--- src/rtl/window_line_buffer.sv ---
// window_line_buffer: sliding KERNEL x KERNEL window generator for a raster
// pixel stream. Row/column tracking ensures that windows straddling a line
// or frame edge are never flagged. Output stride uses phase counters.
module window_line_buffer #(
    parameter int DATA_WIDTH = 16,
    parameter int IMG_WIDTH  = 28,
    parameter int IMG_HEIGHT = 28,
    parameter int KERNEL     = 3,
    parameter int STRIDE     = 1
) (
    input  logic                                    CLK,
    input  logic                                    RST,
    input  logic                                    clr,
    input  logic [DATA_WIDTH-1:0]                   data_in,
    input  logic                                    data_valid_in,
    output logic [KERNEL*KERNEL*DATA_WIDTH-1:0]     win_out,
    output logic                                    valid_out,
    output logic [7:0]                              win_row,
    output logic [7:0]                              win_col,
    output logic                                    frame_done
);
    localparam int CW  = (IMG_WIDTH  > 1) ? $clog2(IMG_WIDTH)  : 1;
    localparam int RW  = (IMG_HEIGHT > 1) ? $clog2(IMG_HEIGHT) : 1;
    localparam int PW  = (STRIDE     > 1) ? $clog2(STRIDE)     : 1;
    localparam int NLB = KERNEL - 1;

    logic              accept;
    logic [CW-1:0]     col;
    logic [RW-1:0]     row;
    logic [PW-1:0]     col_ph, row_ph;
    logic [7:0]        wcol, wrow;
    logic              last_col, last_row, legal, aligned;

    // Line buffers hold the previous NLB lines; lb[0] is the most recent line.
    logic [DATA_WIDTH-1:0] lb [NLB][IMG_WIDTH];
    // win[r][c]: r=0 oldest line, c=0 oldest column; packs directly onto win_out.
    logic [KERNEL-1:0][KERNEL-1:0][DATA_WIDTH-1:0] win;
    logic [KERNEL-1:0][DATA_WIDTH-1:0]             tap;

    assign accept   = data_valid_in & ~clr;
    assign last_col = (col == CW'(IMG_WIDTH - 1));
    assign last_row = (row == RW'(IMG_HEIGHT - 1));
    assign legal    = (row >= RW'(KERNEL - 1)) && (col >= CW'(KERNEL - 1));
    assign aligned  = (row_ph == '0) && (col_ph == '0);
    assign win_out  = win;

    // Column taps: newest row is the live pixel, older rows come from the buffers.
    assign tap[KERNEL-1] = data_in;
    genvar g;
    generate
        for (g = 0; g < NLB; g++) begin : g_tap
            assign tap[g] = lb[NLB-1-g][col];
        end

        for (g = 0; g < NLB; g++) begin : g_lb
            // Each buffer shifts the pixel it held at this column into the next older buffer.
            always_ff @(posedge CLK or negedge RST) begin
                if (!RST) begin
                    for (int i = 0; i < IMG_WIDTH; i++) lb[g][i] <= '0;
                end else if (accept) begin
                    if (g == 0) lb[g][col] <= data_in;
                    else        lb[g][col] <= lb[(g == 0) ? 0 : g-1][col];
                end
            end
        end
    endgenerate

    // Window shift registers: every row shifts left and takes its column tap.
    always_ff @(posedge CLK or negedge RST) begin
        if (!RST) begin
            win <= '0;
        end else if (accept) begin
            for (int r = 0; r < KERNEL; r++) begin
                for (int c = 0; c < KERNEL-1; c++) win[r][c] <= win[r][c+1];
                win[r][KERNEL-1] <= tap[r];
            end
        end
    end

    // Position, stride-phase and output-map counters plus registered flags.
    always_ff @(posedge CLK or negedge RST) begin
        if (!RST) begin
            col <= '0; row <= '0; col_ph <= '0; row_ph <= '0;
            wcol <= '0; wrow <= '0;
            valid_out <= 1'b0; frame_done <= 1'b0;
            win_row <= '0; win_col <= '0;
        end else if (clr) begin
            col <= '0; row <= '0; col_ph <= '0; row_ph <= '0;
            wcol <= '0; wrow <= '0;
            valid_out <= 1'b0; frame_done <= 1'b0;
            win_row <= '0; win_col <= '0;
        end else if (data_valid_in) begin
            valid_out  <= legal && aligned;
            frame_done <= last_col && last_row;
            win_row    <= wrow;
            win_col    <= wcol;
            if (last_col) begin
                col    <= '0;
                col_ph <= '0;
                wcol   <= '0;
                row    <= last_row ? '0 : row + RW'(1);
                if (last_row || row < RW'(KERNEL - 1)) begin
                    row_ph <= '0;
                end else begin
                    row_ph <= (row_ph == PW'(STRIDE - 1)) ? '0 : row_ph + PW'(1);
                end
                if (last_row) wrow <= '0;
                else if (row >= RW'(KERNEL - 1) && row_ph == PW'(STRIDE - 1)) wrow <= wrow + 8'd1;
            end else begin
                col <= col + CW'(1);
                if (col < CW'(KERNEL - 1)) begin
                    col_ph <= '0;
                end else begin
                    col_ph <= (col_ph == PW'(STRIDE - 1)) ? '0 : col_ph + PW'(1);
                    if (col_ph == PW'(STRIDE - 1)) wcol <= wcol + 8'd1;
                end
            end
        end else begin
            valid_out  <= 1'b0;
            frame_done <= 1'b0;
        end
    end
endmodule

--- config.mk ---
export PLATFORM = sky130hd
export DESIGN_NAME = window_line_buffer
export DESIGN_NICKNAME = d
export VERILOG_FILES = /design/src/rtl/window_line_buffer.sv
export SDC_FILE = /design/constraint.sdc
export NUM_CORES = 2
export LEC_CHECK = 0
export BUFFER_PORTS_ARGS = -buffer_cell sky130_fd_sc_hd__buf_2
export CAP_MARGIN = 10
export CORE_MARGIN = 2
export CORE_UTILIZATION = 45
export DETAILED_ROUTE_END_ITERATION = 10
export PLACE_DENSITY = 0.6
export SYNTH_ARGS = -nofsm -noshare
export SYNTH_HDL_FRONTEND = slang
export SYNTH_SLANG_ARGS = --single-unit
--- constraint.sdc ---
create_clock -name CLK -period 3 [get_ports CLK]
set_clock_uncertainty 0.15 [all_clocks]
set_input_delay 0.3 -clock CLK [delete_from_list [all_inputs] [get_ports CLK]]
set_output_delay 0.3 -clock CLK [all_outputs]
set_load 0.005 [all_outputs]
==> results_dict.tcl <==
set metrics [dict create \
    first_iter_violations 2533 \
    rows 119 \
    placed_cells 5564 \
    synth_flop_cell "dfrtp_1" \
    dieArea_sq_um 108000 \
    htree_levels 3 \
    wire_per_inst_um 23.9 \
    overflow 0 \
    report.final.hold_viol_count 0 \
    multi_input_area_sq_um 18700 \
    synth_top_family_by_area "multiplexers" \
    clkSinkCount 1084 \
    fmax_mhz 345 \
    place_ws_ns 0.0393 \
    fin_crit_ns 2.90 \
    power_per_cell_area_nw_per_um2 637 \
    syn_to_final_growth_pct 16.5 \
    layout_common_cells "1082 x dfrtp_1, 815 x nand2_1, 396 x mux2_2, 273 x nor2_1, 262 x mux2i_1" \
    worst_setup_path_start_kind "flop" \
    cp.required_ns 3.46 \
    grt_max_degree 127 \
    fillers 9151 \
    yosysSeqAreaShare 0.570 \
    synth-edff-count 0 \
    die_x_um 329 \
    numCtsBuffers 117 \
    track_usage 0.259 \
    dieHeight_um 329 \
    synth_xor_area_frac 0.00258 \
    max-cap-violations 0 \
    syn_area_sq_um 47600 \
    status "finished clean" \
    final_max_slew_viol_count 0 \
    setup_violations 0 \
    drtAntennaViolNets 0 \
    ys_types 68 \
    finalSetupTns_ns 0 \
    crit_path_max_fanout 21 \
    pin_count 182 \
    yosysTopAreaCellShare 0.570 \
    synth_area_leaders "dfrtp_1 57%, mux2_2 9.4%, nand2_1 6.4%" \
    synth_simple_gate_area_frac 0.102 \
    place.gp.congestion 0.841 \
    drc_errors 0 \
    leakage_nw 25.8 \
    cts.root.buffer_cell "clkbuf_16" \
    async_reset_ff_frac 1.00 \
    antenna_cells 0 \
    critPathArrivalTime_ns 3.36 \
    synth-compound-area-share 0.0837 \
    cts_tree "yes" \
    drive_gt1_frac 0.270 \
    ys_warn_count 0 \
    start_util 0.452 \
    dr.pass1.iters 5 \
    avgSynthCellArea_sq_um 11.5 \
    vias_per_cell 5.61 \
    clk_latency_ns 0.73 \
    instances_no_fill 5804 \
    grt_pass1_vias 32700 \
    mostFrequentLayoutCell "dfrtp_1" \
    num-nets-final 4340 \
    synth-adder-area-share 0.00211 \
    worst_slew_pin_slew_ns 0.811 \
    grt_pass1_wl_um 212000 \
    worst_ir_drop_vdd_v 0.000520 \
    netlist_instances 4119 \
    io_buffers 181 \
    num_vias 32500 \
    cts_buffer_depth 3 \
    synth_nets 4147 \
    rsz0062_at_grt "false" \
    hold_path_class "in -> async" \
    fin_util 0.527 \
    dp_hpwl_um 89800 \
    crit_type "reg -> reg" \
    post-route-period-util 0.966 \
    synth_mux_area_frac 0.198 \
    wirelength_um 139000 \
    core_area_sq_um 105000 \
    ff_latch_area_sq_um 27100 \
    synth_top_area_cell "dfrtp_1" \
    slew_headroom 0.460 \
    clkSlewWorstSetupHoldPaths_ns 0.06 \
    synth_seq_cells 1084 \
    end_kind "flop" \
    worst_slack_ns 0.102 \
    grt_antenna_before_repair 0 \
]
[registers in the layout, summed over array words and instances (netlist names)]
name        flops
row             5
win_col         8
wrow            8
valid_out       1
win_out       144
col             5
frame_done      1
win_row         8
lb            896
wcol            8
[Yosys cell counts, types with 80 or more instances]
master and count:
o22ai_1 98, mux2i_1 262, mux2_2 396, dfrtp_1 1084
o21ai_0 182, buf_2 126, o21ai_1 80, nand2_1 815
a21oi_1 217, nor2_1 286, clkbuf_1 149, mux4_2 102
[timing repair]
item                                    in CTS  in global routing
gates resized for setup                      0                  3
setup buffers                                0                  0
hold buffers                                20                  0
endpoints found under the setup margin       0                  3
endpoints found under the hold margin      617                  0
[logic make-up (layout without fill, tap and decap cells)]
logic type	Yosys count	in the layout
compound gates	682	682
xor+xnor	14	14
fa+ha+maj	8	8
buf+inv	362	656
flops	1084	1084
mux	762	762
simple gates	1207	1207
[per-layer routing]
metal  part of all wire  track usage
met5                  0            0
met3              0.057       0.0373
met1               0.45        0.367
met4              0.029       0.0821
met2               0.47        0.415
[through the flow]
step	area [sq um]	power, W	hold WS [ns]
after global placement	51100	0.0205	0.153
after CTS	55400	0.0356	0.0358
after floorplan	47600	0.0187	-0.146
after detailed placement	51100	0.0206	0.164
final	55400	0.0353	0.0581
after global routing	55400	0.0367	0.0573
[power breakdown]
group | switching (W) | internal, W
logic | 0.00224 | 0.00172
clock network | 0.00614 | 0.00881
registers | 0.000726 | 0.0157
total | 0.00911 | 0.0262
[worst max-delay path, cell delays in order (launching register included)]
cell	delay [ns]
dfrtp_1	0.70
nand4bb_1	0.60
buf_4	0.40
o22ai_1	0.26
a211o_1	0.23
a31oi_2	0.08
buf_12	0.18
o21ai_0	0.19
[cell type report]
| class | instances | area share |
|---|---|---|
| repair buffers | 432 | 0.0679 |
| flip-flops and latches | 1084 | 0.490 |
| clock buffers | 167 | 0.0618 |
| well taps | 1391 | 0.0314 |
| clock inverters | 53 | 0.0111 |
| inverters | 4 | 0.000271 |
| multi-input cells | 2673 | 0.338 |
[path summary, 6_finish.rpt]
path / from / end / depth (start not counted) / slack, ns
max reg2reg: col[3] / lb[56] / 7 / 0.10
min reg2reg: win_out[60] / win_out[60] / 2 / 0.32
max in group asynchronous: RST / win_out[140] / 3 / 1.64
min in group CLK: data_valid_in / col[0] / 4 / 0.08
max: col[3] / lb[56] / 7 / 0.10
min: RST / lb[600] / 2 / 0.06
(Power assumes the default switching activity.)
